<file path="src/rtl/hazard_stall_ctrl_pkg.sv">
// Shared pipeline-control definitions: FSM state encoding and the control-vector
// layout that the pipeline registers (including ID/EX) index by name.
package pipe_ctrl_pkg;

  typedef enum logic [1:0] {
    ST_RUN  = 2'd0,
    ST_LU   = 2'd1,
    ST_WAIT = 2'd2
  } state_e;

  localparam int CTL_W            = 5;
  localparam int CTL_PC_WE        = 0;
  localparam int CTL_IF_ID_WE     = 1;
  localparam int CTL_IF_ID_FLUSH  = 2;
  localparam int CTL_ID_EX_BUBBLE = 3;
  localparam int CTL_EX_MEM_WE    = 4;

  // All stages advance, nothing flushed or bubbled.
  localparam logic [CTL_W-1:0] CTL_DEFAULT = 5'b10011;

endpackage

</file>
<file path="src/rtl/hazard_stall_ctrl_sat_counter.sv">
// Event counter that sticks at all-ones instead of wrapping.
module sat_counter #(
  parameter int W = 16
) (
  input  logic         clk,
  input  logic         rst_n,
  input  logic         inc,
  output logic [W-1:0] count
);

  always_ff @(posedge clk or negedge rst_n) begin
    if (!rst_n) begin
      count <= '0;
    end else if (inc && (count != {W{1'b1}})) begin
      count <= count + 1'b1;
    end
  end

endmodule

</file>
<file path="src/rtl/hazard_stall_ctrl.sv">
// Hazard control: turns load-use, redirect and memory-busy events into pipeline
// register enables/flushes, with a one-shot load-use FSM, memory-wait timeout and stats.
module hazard_stall_ctrl
  import pipe_ctrl_pkg::*;
#(
  parameter int CNT_W        = 16,
  parameter int MEM_WAIT_MAX = 64
) (
  input  logic             clk,
  input  logic             rst_n,
  input  logic             load_use_i,
  input  logic             branch_taken_i,
  input  logic             mem_busy_i,
  output logic             pc_we_o,
  output logic             if_id_we_o,
  output logic             if_id_flush_o,
  output logic             id_ex_bubble_o,
  output logic             ex_mem_we_o,
  output logic [1:0]       state_o,
  output logic [CNT_W-1:0] stall_cnt_o,
  output logic [CNT_W-1:0] flush_cnt_o,
  output logic             timeout_err_o
);

  localparam int WAIT_W = $clog2(MEM_WAIT_MAX + 1);
  localparam logic [WAIT_W-1:0] WAIT_MAX  = WAIT_W'(MEM_WAIT_MAX);
  localparam logic [WAIT_W-1:0] WAIT_LAST = WAIT_W'(MEM_WAIT_MAX - 1);

  state_e            state_q;
  state_e            state_d;
  logic [CTL_W-1:0]  ctl;
  logic              stall_inc;
  logic              flush_inc;
  logic [WAIT_W-1:0] wait_cnt_q;

  // Valid/ready style contract with the pipeline: a register advances only when its
  // write enable is 1 this cycle; flush/bubble replace its contents with a NOP instead.
  always_comb begin
    ctl       = CTL_DEFAULT;
    state_d   = ST_RUN;
    stall_inc = 1'b0;
    flush_inc = 1'b0;
    if (mem_busy_i) begin
      ctl     = '0;
      state_d = ST_WAIT;
    end else if (branch_taken_i) begin
      ctl       = '1;
      flush_inc = 1'b1;
    end else if (load_use_i && (state_q != ST_LU)) begin
      ctl                   = CTL_DEFAULT;
      ctl[CTL_PC_WE]        = 1'b0;
      ctl[CTL_IF_ID_WE]     = 1'b0;
      ctl[CTL_ID_EX_BUBBLE] = 1'b1;
      stall_inc             = 1'b1;
      state_d               = ST_LU;
    end
  end

  assign pc_we_o        = ctl[CTL_PC_WE];
  assign if_id_we_o     = ctl[CTL_IF_ID_WE];
  assign if_id_flush_o  = ctl[CTL_IF_ID_FLUSH];
  assign id_ex_bubble_o = ctl[CTL_ID_EX_BUBBLE];
  assign ex_mem_we_o    = ctl[CTL_EX_MEM_WE];
  assign state_o        = state_q;

  // wait_cnt counts consecutive busy cycles; the timeout fires on the edge that
  // registers the MEM_WAIT_MAX-th one and is sticky until reset.
  always_ff @(posedge clk or negedge rst_n) begin
    if (!rst_n) begin
      state_q       <= ST_RUN;
      wait_cnt_q    <= '0;
      timeout_err_o <= 1'b0;
    end else begin
      case (state_q)
        ST_RUN, ST_LU, ST_WAIT: state_q <= state_d;
        default:                state_q <= ST_RUN;
      endcase
      if (mem_busy_i) begin
        if (wait_cnt_q != WAIT_MAX) wait_cnt_q <= wait_cnt_q + 1'b1;
        if (wait_cnt_q >= WAIT_LAST) timeout_err_o <= 1'b1;
      end else begin
        wait_cnt_q <= '0;
      end
    end
  end

  sat_counter #(.W(CNT_W)) u_stall_cnt (
    .clk   (clk),
    .rst_n (rst_n),
    .inc   (stall_inc),
    .count (stall_cnt_o)
  );

  sat_counter #(.W(CNT_W)) u_flush_cnt (
    .clk   (clk),
    .rst_n (rst_n),
    .inc   (flush_inc),
    .count (flush_cnt_o)
  );

endmodule

</file>
<file path="config.mk">
export PLATFORM = sky130hd
export DESIGN_NAME = hazard_stall_ctrl
export DESIGN_NICKNAME = d
export VERILOG_FILES = /design/src/rtl/hazard_stall_ctrl_pkg.sv /design/src/rtl/hazard_stall_ctrl_sat_counter.sv /design/src/rtl/hazard_stall_ctrl.sv
export SDC_FILE = /design/constraint.sdc
export NUM_CORES = 1
export LEC_CHECK = 0
export CAP_MARGIN = 10
export CORE_ASPECT_RATIO = 0.75
export CORE_UTILIZATION = 38
export CTS_BUF_LIST = sky130_fd_sc_hd__clkbuf_4 sky130_fd_sc_hd__clkbuf_8 sky130_fd_sc_hd__clkbuf_16
export DETAILED_ROUTE_END_ITERATION = 16
export PLACE_DENSITY = 0.65
export SYNTH_ARGS = -nofsm -noshare
export SYNTH_HDL_FRONTEND = slang
export SYNTH_SLANG_ARGS = --single-unit
</file>
<file path="constraint.sdc">
create_clock -name clk -period 1.9 [get_ports clk]
set_input_delay 0.38 -clock clk [delete_from_list [all_inputs] [get_ports clk]]
set_output_delay 0.38 -clock clk [all_outputs]
set_load 0.1 [all_outputs]
</file>
# After elaboration in Yosys (flattened, before gate mapping)
# Index checks and enable logic that the tools add are counted.
# W data, S select, Z words.
# word_totals
reg_bits	42
in_bits	5
output_inout_bits	40
# op_classes
n_addsub	3
order_cmp	1
n_eq_ne	7
muxes	14
reduce_logical	6
# op_table
op	count
$add A16 B1 Y16 const B	2
$ne A16 B16 Y1 const B	2
$mux W7	2
$mux W4	2
$add A7 B1 Y7 const B	1
$ge A7 B6 Y1 const B	1
$mux W1	7
$ne A7 B7 Y1 const B	1
$mux W5	1
$mux W2	2
$ne A2 B1 Y1 const B	2
$logic_and A1 B1 Y1	3
$reduce_or A3 Y1	1
$eq A2 B1 Y1 const B	1
$eq A2 B2 Y1 const B	1
$logic_not A2 Y1	1
$reduce_and A2 Y1	1

# Logic depth before layout (Yosys ltp)
# Gate-level depths: netlist of the first run.
# depth
word_depth	6
mapped_depth	6

# Cells and area by module
# From an unflattened synthesis of the first run, not the netlist that was laid out.
# unflattened
cells_unflattened	200
hier_area_um2	2245.9
# by_module_without_submodules
module	n_inst	cells_per_inst	area_per_inst_um2	seq_area_each_um2
sat_counter	2	72	859.6	400.4
hazard_stall_ctrl	1	56	526.8	250.2

# Worst setup path before layout of the first run
# Ideal clock, no wire load.
# synth_path
path_kind	reg-to-output
startpoint	register state_q[0], in the netlist state_o[0]
endpoint	output port pc_we_o
arrival_ps	3258
required_ps	1520
path_slack_ps	-1738
path_stages_with_launch	4
path_buffers	1
path_cell_list	dfrtp_1 > nand2b_1 > a31oi_1 > buf_4
# synth_between
elab_chain_len	5
# synth_lines
element	line_no	source
start: declaration	hazard_stall_ctrl.sv:29	state_e state_q;
start signal: assignment	hazard_stall_ctrl.sv:75	ST_RUN, ST_LU, ST_WAIT: state_q <= state_d;
$ne A2 B1 Y1	hazard_stall_ctrl.sv:49	end else if (load_use_i && (state_q != ST_LU)) begin
$logic_and A1 B1 Y1	hazard_stall_ctrl.sv:49	
$mux W4	hazard_stall_ctrl.sv:49	
$mux W4	hazard_stall_ctrl.sv:46	end else if (branch_taken_i) begin
$mux W5	hazard_stall_ctrl.sv:43	if (mem_busy_i) begin
end: declaration	hazard_stall_ctrl.sv:14	output logic pc_we_o,
# Every way passes these cells.

# Worst setup path in the final report of the first run
# layout_path
startpoint	input port load_use_i
endpoint	output port if_id_we_o
# layout_between
elab_chain_len	4
# layout_lines
element	line_no	source
start: declaration	hazard_stall_ctrl.sv:11	input logic load_use_i,
$logic_and A1 B1 Y1	hazard_stall_ctrl.sv:49	
$mux W4	hazard_stall_ctrl.sv:49	
$mux W4	hazard_stall_ctrl.sv:46	
$mux W5	hazard_stall_ctrl.sv:43	
end: declaration	hazard_stall_ctrl.sv:15	output logic if_id_we_o,
# Every way passes these cells.

==> impl_metrics.ini, run 1 <==
[setup_path]
cp_slowest_cell = clkdlybuf4s50_1
arrival_ps = 1490
crit_buf_inv = 3
path_class = input pin to primary output
cp_top_family = buffers and inverters
max_stage_delay_ps = 460
critPathRequiredTime_ps = 1520
crit_fanout = 3
start_kind = input pin
path_cells = clkdlybuf4s50_1 > buf_4 > a31oi_4 > buf_12
cp-end-kind = primary output

[placement]
place_inst = 324
portBuffers = 44
hpwl_um = 3580
dp_slack_ps = -150
finalWeightedCongestion = 0.837

[clock_tree]
clk_latency_ps = 290
cts_max_level = 2
cts_made_buffers = 5
cts_setup_buffers = 0
clock_sinks = 42
ctsHoldBuffers = 0
ctsResizeCount = 1
cts_root_buffer = clkbuf_8
clk_pin_slew_ps = 80
cts_tree = built
clock_path_buffers = 2

[pwr]
ir_worst_vdd_v = 0.00153
power_density_nw_per_um2 = 1070
total_leakage_power_nw = 1.34
totalPowerFinal_mw = 3.54

[die]
ioPinCount = 45
die_area_um2 = 5640
die_w_um = 86.4
initial_core_util = 0.405
die_h_um = 65.3
num_rows = 22
coreArea_um2 = 5010

[synth]
synth_edf_count = 0
syn-mean-instance-area_um2 = 10.4
yosysWarnings = 0
synth-seq-cells = 42
synth_area_um2 = 2030
netlist.top_cell.by_area = dfrtp_1
postSynthCellCount = 196
yosysTopAreaCellShare = 0.518
ys_seq_area_frac = 0.518
syn_nets = 205
ys_top_cells_by_area = dfrtp_1 (52%), xnor2_1 (7.3%), xor2_1 (4.7%)
synth_cell_type_count = 36
ys_async_sr_fraction = 1.00
ys.flop_type = dfrtp_1

[grt]
gr-usage-met1 = 0.290
grt_pass1_vias = 1571
antenna_found_initial = 0
gr-usage-all-layers = 0.181
grt_max_degree = 23
busiest_layer = met1
grt_util_met2 = 0.225
grt.overflow.total = 0
met3_usage = 0.0389
grt_pass1_wl_um = 7760

[timing]
setup-violations-final = 0
maxSlewViolCount = 0
finalHoldViolCount = 0
setup_ws_ps = 34.4
max_freq_mhz = 536
min_period_ps = 1870
post-route-period-util = 0.982
maxSlewHeadroom = 0.671
worstMarginPinSlew_ps = 493
skew_ps = 6.61
rsz0062_at_grt = no

[layout]
num_antenna_cells = 0
area_growth_pct = 62.4
drive_gt1_frac = 0.446
final_cells = 332
nets = 268

[hold_path]
holdCritPathClass = input pin to async pin

[route]
drt_wl_total_um = 4650
routedWlPerCell_um = 14.0
vias_per_cell = 4.99
dr.pass1.iters = 4
drc_errors = 0
ant_nets = 0
vias = 1658
drt_iter0_markers = 80

[run_status]
status = finished, final reports clean

[run]
maxCapViolCount = 0
## synth_stat cells (all sizes together) (2+ instances only)
cell type,instances
nand4,12
and3,3
mux2,2
nor2,17
o21a,3
nor3,6
nand2,23
xnor2,17
o21ai,6
ha,4
a21oi,7
xor2,11
dfrtp,42
or3,3
nand2b,3
inv,7
or2,2
nand3,14
## final timing paths
path | from | end | slack, ps | cells after the start
worst max-delay path | load_use_i | if_id_we_o | 30 | 4
worst min-delay path | rst_n | u_flush_cnt.count[10]$_DFFE_PN0P_ | 40 | 1
worst max register to register | u_flush_cnt.count[0]$_DFFE_PN0P_ | u_flush_cnt.count[12]$_DFFE_PN0P_ | 130 | 6
worst min register to register | timeout_err_o$_DFFE_PN0P_ | timeout_err_o$_DFFE_PN0P_ | 470 | 1
max in group asynchronous | rst_n | u_stall_cnt.count[0]$_DFFE_PN0P_ | 1350 | 2
min in group clk | timeout_err_o$_DFFE_PN0P_ | timeout_err_o$_DFFE_PN0P_ | 470 | 1
## area by class of cell
type	instances	area, um2
fillers	411	1710
well taps	72	90.1
clock inverters	1	5.00
repair buffers	57	932
flip-flops and latches	42	1140
clock buffers	7	90.1
multi-input cells	145	1000
inverters	8	35.0
## per-layer routing
layer | vias up | share of wire | routed length, um
met1 | 793 | 0.52 | 2430
met3 | 9 | 0.049 | 229
li1 | 806 | - | -
met5 | - | 0 | 0
met4 | 0 | 0.020 | 93
met2 | 50 | 0.41 | 1900
## power by group
group / switching, mW / leakage, nW / internal (mW)
registers: 0.249 / 0.502 / 1.06
clock network: 0.295 / 0.0517 / 0.307
logic: 1.04 / 0.790 / 0.580
## per-stage QoR
step / hold WS (ps) / cell area, um2 / setup TNS [ps] / utilization
2_1_floorplan: 84.4 / 2200 / -189 / -
5_1_grt: 70.0 / 3300 / 0 / 0.658
3_5_place_dp: 371 / 3200 / -685 / 0.639
3_3_place_gp: 374 / 3200 / -524 / 0.639
6_report: 38.8 / 3300 / 0 / 0.658
4_1_cts: 41.6 / 3300 / 0 / 0.658
## sequential cells by signal (all words and copies together) (netlist names)
name / count
state_o: 2
timeout_err_o: 1
u_flush_cnt.count: 16
u_stall_cnt.count: 16
wait_cnt_q: 7
## placed cells by master, fill, tap and decap left out, drive strengths merged, types with 2 or more instances in the layout
cell           synthesis  layout
buf                    1      54
dfrtp                 42      42
nand2                 23      23
xnor2                 17      17
nor2                  17      17
nand3                 14      14
nand4                 12      12
xor2                  11      11
a21oi                  7       7
clkbuf                 0       7
inv                    7       6
nor3                   6       6
o21ai                  6       6
ha                     4       4
and3                   3       3
nand2b                 3       3
o21a                   3       3
or3                    3       3
clkinv                 1       2
or2                    2       2
mux2                   2       2
clkdlybuf4s50          0       2
## logic make-up (layout without fill, tap and decap cells)
group                    Yosys count  in the layout  synth area share
AND/OR/NAND/NOR                   90             90             0.228
flip-flops                        42             42             0.518
XOR/XNOR                          28             28             0.121
AO/OA/AOI/OAI                     21             21            0.0789
buffers and inverters              9             73            0.0185
adder cells (fa/ha/maj)            4              4            0.0247
multiplexers                       2              2            0.0111
Note: power is estimated with default switching activity, not from simulation.
==> run 2: changes to the inputs <==
--- a/config.mk
+++ b/config.mk
@@ -11,6 +11,7 @@
 export CTS_BUF_LIST = sky130_fd_sc_hd__clkbuf_4 sky130_fd_sc_hd__clkbuf_8 sky130_fd_sc_hd__clkbuf_16
 export DETAILED_ROUTE_END_ITERATION = 16
 export PLACE_DENSITY = 0.65
+export SKIP_CTS_REPAIR_TIMING = 1
 export SYNTH_ARGS = -nofsm -noshare
 export SYNTH_HDL_FRONTEND = slang
 export SYNTH_SLANG_ARGS = --single-unit
==> run 2 against run 1 <==
Against the previous run: critical path depth stayed put; wire length increased by 0.26%; sequential share of layout area hardly changed; core utilization increased by 0.075 points; first-iteration DRC count did not move; setup slack got worse by 3.2 ps; largest power group unchanged; largest cell class unchanged; via count grew 0.54%; hold slack about the same.
==> impl_metrics.ini, run 2 (synthesis gave the netlist of run 1 again) <==
[grt]
grt.overflow.total = 0
grt_pass1_wl_um = 7760
grt_max_degree = 23
antenna_found_initial = 0
gr-usage-all-layers = 0.181
grt_pass1_vias = 1571

[die]
coreArea_um2 = 5010
die_area_um2 = 5640
die_w_um = 86.4
initial_core_util = 0.405
die_h_um = 65.3
num_rows = 22
ioPinCount = 45

[pwr]
power_density_nw_per_um2 = 1070
totalPowerFinal_mw = 3.54
total_leakage_power_nw = 1.35
swShare = 0.448
power_frac_seq = 0.371
power.internal_mw = 1.95
p_clk_frac = 0.170
ir_worst_vdd_v = 0.00153
switching_power_mw = 1.58
combPwrFrac = 0.459

[setup_path]
path_cells = clkdlybuf4s50_1 > buf_4 > a31oi_4 > buf_12
ff2ff_path_depth = 6
cp-startpoint = load_use_i
crit_buf_inv = 3
r2r-start = u_flush_cnt.count[0]$_DFFE_PN0P_
arrival_ps = 1490
path_class = input pin to primary output
crit_fanout = 3
max_stage_delay_ps = 460
reg2reg_slack_ps = 130
cp_slowest_cell = clkdlybuf4s50_1
critPathRequiredTime_ps = 1520
cp_top_family = buffers and inverters
cp-end-kind = primary output
rr_endpoint = u_flush_cnt.count[12]$_DFFE_PN0P_
start_kind = input pin

[route]
top_layer = met4
vias_per_cell = 5.02
drt_wl_total_um = 4660
ant_nets = 0
drc_errors = 0
routedWlPerCell_um = 14.0
dr_wl_met3_um = 237
wl_met1_um = 2430
vias = 1667
drt_iter0_markers = 80
dr.pass1.iters = 4
routed-wl-met2_um = 1900

[layout]
drive_gt1_frac = 0.446
design_area_um2 = 3300
layout_commonest_cell = buf_12
num_antenna_cells = 0
reg.largest.list = u_flush_cnt.count (16), u_stall_cnt.count (16), wait_cnt_q (7)
area_growth_pct = 62.6
nets = 268
regArea_um2 = 1140
fillerInstances = 409
multi_input_area_um2 = 1000
final_cell_mix = buf_12 (40), nand2_1 (23), dfrtp_4 (20)

[timing]
maxSlewViolCount = 0
post-route-period-util = 0.984
min_period_ps = 1870
whs_ps = 39.0
finalHoldViolCount = 0
max_freq_mhz = 535
rsz0062_at_grt = no
skew_ps = 6.25
setup-violations-final = 0
worstMarginPinSlew_ps = 493
maxSlewHeadroom = 0.671

[hold_path]
holdCritPathClass = input pin to async pin

[clock_tree]
clock_path_buffers = 2
cts_max_level = 2
clk_latency_ps = 290
cts_root_buffer = clkbuf_8
clk_pin_slew_ps = 80
clock_sinks = 42
cts_tree = built
cts_made_buffers = 5

[placement]
hpwl_um = 3580
finalWeightedCongestion = 0.837
portBuffers = 44
dpl_cell_area_um2 = 3200

[run]
maxCapViolCount = 0

[run_status]
status = finished, final reports clean
## run 2: per-stage QoR
step | setup TNS (ps) | util | instances | worst slack (ps)
floorplan | -189 | - | 196 | -189
global placement | -524 | 0.639 | 324 | -106
detailed placement | -685 | 0.639 | 324 | -150
CTS | -128 | 0.658 | 332 | -64.0
global route | 0 | 0.659 | 332 | 0.614
finish | 0 | 0.659 | 332 | 31.2
## run 2: per-layer routing
metal,vias to the layer above,GRT usage
li1,807,-
met1,798,0.290
met2,53,0.225
met3,9,0.0389
met4,0,0.0813
met5,-,0
## run 2: layout make-up
type	instances	share of cell area
flip-flops and latches	42	0.347
clock buffers	7	0.0273
clock inverters	1	0.00152
inverters	8	0.0106
repair buffers	57	0.284
multi-input cells	145	0.303
well taps	72	0.0273
## run 2: worst max path at each step
| stage | cells after the start | endpoint |
|---|---|---|
| floorplan | 3 | pc_we_o |
| global placement | 6 | u_flush_cnt.count[11]$_DFFE_PN0P_ |
| detailed placement | 6 | u_flush_cnt.count[11]$_DFFE_PN0P_ |
| CTS | 5 | if_id_we_o |
| global route | 5 | u_flush_cnt.count[11]$_DFFE_PN0P_ |
| finish | 4 | if_id_we_o |
## run 2: power groups by stage
stage	clock network, mW	logic, mW	registers [mW]
6_report	0.602	1.62	1.31
5_1_grt	0.667	1.68	1.34
4_1_cts	0.624	1.63	1.31
3_5_place_dp	0	1.63	1.33
3_3_place_gp	0	1.61	1.32
2_1_floorplan	0	0.248	2.04
